**config.mk**
```make
export PLATFORM = sky130hd
export DESIGN_NAME = bp_fe_queue_ckpt
export DESIGN_NICKNAME = d
export VERILOG_FILES = /design/src/rtl/bp_fe_queue_ckpt.sv
export SDC_FILE = /design/constraint.sdc
export NUM_CORES = 1
export LEC_CHECK = 0
export CAP_MARGIN = 20
export CELL_PAD_IN_SITES_DETAIL_PLACEMENT = 1
export CELL_PAD_IN_SITES_GLOBAL_PLACEMENT = 1
export CORE_AREA = 2 2 248 372
export DETAILED_ROUTE_END_ITERATION = 12
export DIE_AREA = 0 0 250 374
export GPL_ROUTABILITY_DRIVEN = 1
export PLACE_DENSITY_LB_ADDON = 0.08
export SETUP_SLACK_MARGIN = 0.1
export SYNTH_ARGS = -nofsm -noshare
export SYNTH_HDL_FRONTEND = slang
export SYNTH_SLANG_ARGS = --single-unit
```
**constraint.sdc**
```tcl
create_clock -name clk_i -period 36.8 [get_ports clk_i]
set_clock_uncertainty 0.1 [all_clocks]
set_input_delay 9.2 -clock clk_i [delete_from_list [all_inputs] [get_ports clk_i]]
set_output_delay 9.2 -clock clk_i [all_outputs]
set_load 0.1 [all_outputs]
```
**src/rtl/bp_fe_queue_ckpt.sv**
```systemverilog
// Checkpointed FE queue: entries read by the BE are held until committed so a
// rollback can replay them; a clear discards everything, including a same-cycle enqueue.
module bp_fe_queue_ckpt #(
   parameter int els_p   = 8,
   parameter int width_p = 128,
   localparam int ptr_width_lp = $clog2(els_p)
) (
   input  logic               clk_i,
   input  logic               reset_i,
   input  logic [width_p-1:0] fe_queue_i,
   input  logic               fe_queue_v_i,
   output logic               fe_queue_ready_o,
   output logic [width_p-1:0] fe_queue_o,
   output logic               fe_queue_v_o,
   input  logic               fe_queue_yumi_i,
   input  logic               cmt_v_i,
   input  logic               roll_v_i,
   input  logic               clr_v_i,
   output logic               empty_o
);

   localparam logic [ptr_width_lp:0] els_lp = (ptr_width_lp+1)'(els_p);
   localparam logic [ptr_width_lp:0] one_lp = (ptr_width_lp+1)'(1);

   logic [width_p-1:0]      mem_r [els_p];
   logic [ptr_width_lp:0]   wptr_r, rptr_r, cptr_r;
   logic [ptr_width_lp:0]   wptr_next, cptr_next, occupancy;
   logic                    full, enq, deq, cmt_ok;

   // Pointers carry a wrap bit, so the subtraction gives occupancy 0..els_p directly.
   assign occupancy        = wptr_r - cptr_r;
   assign full             = (occupancy == els_lp);
   assign fe_queue_ready_o = ~full;
   assign fe_queue_v_o     = (rptr_r != wptr_r);
   assign empty_o          = (cptr_r == wptr_r);
   assign fe_queue_o       = mem_r[rptr_r[ptr_width_lp-1:0]];

   assign enq       = fe_queue_v_i & ~full;
   assign deq       = fe_queue_yumi_i & fe_queue_v_o;
   assign cmt_ok    = cmt_v_i & (cptr_r != rptr_r);
   assign wptr_next = enq    ? wptr_r + one_lp : wptr_r;
   assign cptr_next = cmt_ok ? cptr_r + one_lp : cptr_r;

   always_ff @(posedge clk_i) begin
      if (enq)
         mem_r[wptr_r[ptr_width_lp-1:0]] <= fe_queue_i;
   end

   always_ff @(posedge clk_i or negedge reset_i) begin
      if (!reset_i) begin
         wptr_r <= '0;
         rptr_r <= '0;
         cptr_r <= '0;
      end else begin
         wptr_r <= wptr_next;
         if (clr_v_i) begin
            rptr_r <= wptr_next;
            cptr_r <= wptr_next;
         end else if (roll_v_i) begin
            rptr_r <= cptr_next;
            cptr_r <= cptr_next;
         end else begin
            if (deq)
               rptr_r <= rptr_r + one_lp;
            cptr_r <= cptr_next;
         end
      end
   end

`ifndef SYNTHESIS
   a_yumi_needs_valid: assert property (@(posedge clk_i) disable iff (!reset_i)
      fe_queue_yumi_i |-> fe_queue_v_o);
   a_cmt_needs_read: assert property (@(posedge clk_i) disable iff (!reset_i)
      (cmt_v_i & ~clr_v_i) |-> (cptr_r != rptr_r));
   a_roll_clr_exclusive: assert property (@(posedge clk_i) disable iff (!reset_i)
      !(roll_v_i & clr_v_i));
`endif

endmodule

```
After elaboration in Yosys (flattened, before gate mapping)
Memories as Yosys holds them, arrays and structs flattened.
Cells that the tools add are included.

operators by class
  multipliers = 0
  reduce and logical (&&, ||, !) cells = 1
  div/mod/pow operators = 0
  equality and inequality tests = 4
  $add $sub $neg = 4
  shift operators = 0
  bitwise gates (word level) = 4
  magnitude comparators = 0
  muxes and demuxes = 8

operator list
  cell                                         number
  2-to-1 mux 4 bit                             6
  adder 4 x 1 -> 4 bit, second input constant  3
  inequality test 4 bit                        2
  equality test 4 bit                          1
  equality test 4 bit, second input constant   1
  subtractor 4 bit                             1
  bitwise AND 1 bit                            3
  nonzero test 3 bit                           1
  2-to-1 mux 1 bit                             2
  inverter 1 bit                               1

storage, ports and cells
  memories kept = 1
  bits of input ports = 135
  flip-flop bits (word level) = 12
  output and inout bits = 131
  RAM bits = 1024
  memory bits (read-only) = 0
  latch bits = 0

memories
  name   depth  width  read ports  clocked after memory_dff  write ports  RTL line  RTL
  mem_r  8      128    1           0                         1            25        logic [width_p-1:0] mem_r [els_p];

Depth between registers and ports, before layout
  word-level depth = 6
  depth in mapped cells = 9

Worst setup path before layout
OpenSTA, ideal clock, no wires.

  kind = input to register
  start point = input fe_queue_v_i
  end point = memory mem_r[2][0] (enable)
  required time = 35.901 ns
  cell stages on the path = 3
  slack = 16.894 ns
  arrival = 19.007 ns
  buffers on the path = 0
  library setup time = 0.799 ns
  cells stage by stage = o41ai_4 or3_1 nor3b_1

between the ends
  word-level cells in the longest chain between the ends = 3

ends and longest elaborated chain
  element                                 RTL line  RTL
  from (decl)                             11        input logic fe_queue_v_i,
  bitwise AND 1 bit                       38        assign enq = fe_queue_v_i & ~full;
  2-to-1 mux 1 bit                        45        if (enq)
  2-to-1 mux 1 bit (not written as such)  46        mem_r[wptr_r[ptr_width_lp-1:0]] <= fe_queue_i;
  to (decl)                               25

Every way passes these cells.

Worst setup path after layout
  start point = register rptr_r[1]
  end point = output fe_queue_o[87]

between the ends
  word-level cells in the longest chain between the ends = 1

ends and longest elaborated chain
  element                    RTL line  RTL
  from (decl)                26        logic [ptr_width_lp:0] wptr_r, rptr_r, cptr_r;
  from (signal assigned)     57        rptr_r <= wptr_next;
  from (signal assigned)     60        rptr_r <= cptr_next;
  from (signal assigned)     64        rptr_r <= rptr_r + one_lp;
  memory read (8 x 128 bit)  -
  to (decl)                  13        output logic [width_p-1:0] fe_queue_o,

Every way passes these cells.

==> results.py <==
metrics = {
    "clock_network": {
        "cts_buffer_depth": 3,
        "post_cts_buffers": 0,
        "htree_levels": 3,
        "cts_tree": "built",
        "cts.sinks": 1036,
        "cts_resized": 0,
        "cts_buffers": 98,
        "insertion_delay_ps": 670,
        "root_buffer": "clkbuf_16",
        "clkTransAtPathRegs_ps": 60,
        "holdBufCountCts": 0,
    },
    "yosys": {
        "ys_seq_elements": 1036,
        "synth.largest_area_cell": "edfxtp_1",
        "synth_fp_nets": 1726,
        "avgSynthCellArea_um2": 24.8,
        "synthCells": 1585,
        "yosysSeqAreaShare": 0.789,
        "synth.area.top_cells": "edfxtp_1 78%, mux4_2 15%, mux2_2 3.7%",
        "synth_top_area_share": 0.781,
        "yosys_warnings": 0,
        "post_synth_instance_area_um2": 39400,
        "ys_types": 44,
    },
    "global_route": {
        "grt_overflow": 0,
        "grt_pass1_vias": 19600,
        "grtUsageTotal": 0.193,
        "grt_max_degree": 113,
        "antenna_found_initial": 12,
        "grt_pass1_wl_um": 132000,
    },
    "floorplan": {
        "start_util": 0.436,
        "die_area_um2": 93500,
        "core_area_um2": 90200,
        "rows": 135,
        "die_h_um": 374,
        "fp.dieW_um": 250,
        "io_pins": 266,
    },
    "timing": {
        "fmax_mhz": 69.7,
        "relSlewSlack": 0.229,
        "hold_violations": 0,
        "fin_crit_sh": 0.390,
        "period_needed_ps": 14340,
        "hold-worst-slack_ps": 592,
        "finalSetupTns_ps": 0,
        "rsz0062_at_grt": "no",
        "setup_violations": 0,
        "drv_slew": 0,
        "tightest_slew_ps": 1150,
    },
    "run_status": {
        "status": "complete, no violations",
    },
    "hold_path": {
        "whs_endpoint": "wptr_r[3]",
        "hold_start": "wptr_r[3]",
        "hp-class": "reg2reg",
        "hold_depth": 2,
    },
    "worst_setup_path": {
        "r2r_slack_ps": 31970,
        "rr_endpoint": "mem_r[4][50]",
        "end_kind": "output port",
        "reg2regPathDepth": 11,
        "crit_type": "reg2out",
        "path_max_fanout": 70,
        "required_ps": 27500,
        "rr_startpoint": "wptr_r[0]",
        "cp.arrival_ps": 5040,
        "startpoint_type": "flip-flop",
    },
    "final_layout": {
        "drive_above_1_share": 0.294,
        "n_fill_cell": 7845,
        "nets": 2051,
        "ff_latch_area_um2": 31100,
        "area_growth_pct": 18.5,
        "multi_input_area_um2": 7960,
        "final_common_cell": "edfxtp_1",
        "mostFrequentLayoutCells": "1024 x edfxtp_1, 265 x clkdlybuf4s50_1, 256 x mux4_2",
    },
    "placement": {
        "place_congestion": 0.711,
        "dp_hpwl_um": 47800,
        "io_buffers": 265,
    },
    "route": {
        "drc_errors": 0,
        "avgRoutedWirePerCell_um": 27.8,
        "drtIter0Drc": 1012,
        "drtPass1Iterations": 5,
        "vias": 17400,
        "drt_wl_total_um": 87900,
        "viasPerCell": 5.53,
        "postRouteAntennaNets": 0,
    },
    "flow_run": {
        "drv_cap": 0,
    },
}
## flip-flops by register name (all words and copies together) (netlist names)
| register | flops |
|---|---|
| cptr_r | 4 |
| mem_r | 1024 |
| rptr_r | 4 |
| wptr_r | 4 |
## worst max-delay path, stage by stage, from the launching register on
cell and delay, ps:
dfrtp_4 810, buf_4 710, buf_4 950, mux4_2 400, mux2_2 160, clkdlybuf4s50_1 1250
## per-stage QoR
step                instances  utilization  worst slack, ps  instance area [um^2]
floorplan                1585            -            16890                 39400
global placement         2973        0.482            22650                 43500
detailed placement       2973        0.482            22610                 43500
CTS                      3152        0.517            21850                 46600
global route             3155        0.517            22210                 46600
finish                   3156        0.517            22460                 46600
## final cells by class
cell class                 count  share of cell area
sequential                  1036               0.666
clock inverter                63              0.0120
timing repair buffer         302              0.0641
clock buffer                 116              0.0550
multi-input combinational    463               0.171
tap                         1164              0.0312
inverter                       9            0.000725
antenna                        3            0.000161
## cell usage after synthesis
cell         n
and3_2       1
a211oi_1     1
o21ai_0      1
nor3b_2      1
and2_1       1
xnor2_2      3
o21ai_4      1
nand3_1      1
mux2_2     128
or3_1        2
nor2_4       1
a41oi_2      1
buf_2       32
or4b_4       1
and3_1       1
nor4b_1      1
a21oi_1      6
nand4_1      2
mux4_2     256
clkbuf_1    26
xor2_1       7
nor3_1       4
dfrtp_1     12
buf_1       15
o41ai_4      2
a21o_1       1
nor3b_1      2
nand2b_1     1
or2_1        1
nand2_1      4
xnor2_1      7
nor4b_4      1
ha_1         6
edfxtp_1  1024
inv_1        9
nor2b_4      1
buf_6        1
o21a_1       1
mux2i_1      6
nor2_1       7
mux2i_2      1
buf_4        3
a21oi_4      1
a22oi_1      1
## kinds of logic after synthesis
kind of cell	after synthesis	share of synthesized area
and+or+nand+nor	33	0.00566
AOI/OAI and AO/OA	16	0.00429
adders and majority gates	6	0.00191
DFF	1036	0.789
xor gates and xnor gates	17	0.00436
buffers and inverters	86	0.00970
muxes	391	0.185
## metal layers
metal	up-vias	track usage	wire length, um
met5	-	0	98
met4	14	0.0595	1810
met3	112	0.0417	4610
met2	368	0.326	44700
met1	9502	0.251	36700
li1	7441	-	-
## worst max path at each step
stage          cells past startpoint         start              to
4_1_cts                            5     rptr_r[0]  fe_queue_o[12]
6_report                           5     rptr_r[1]  fe_queue_o[87]
2_1_floorplan                      3  fe_queue_v_i     mem_r[2][0]
3_5_place_dp                       5     rptr_r[0]  fe_queue_o[12]
5_1_grt                            5     rptr_r[0]  fe_queue_o[76]
3_3_place_gp                       5     rptr_r[0]  fe_queue_o[12]
Power is left out: the tool's default activity adds up to more than one toggle a clock period on the data nets, which glitch-free logic cannot reach.
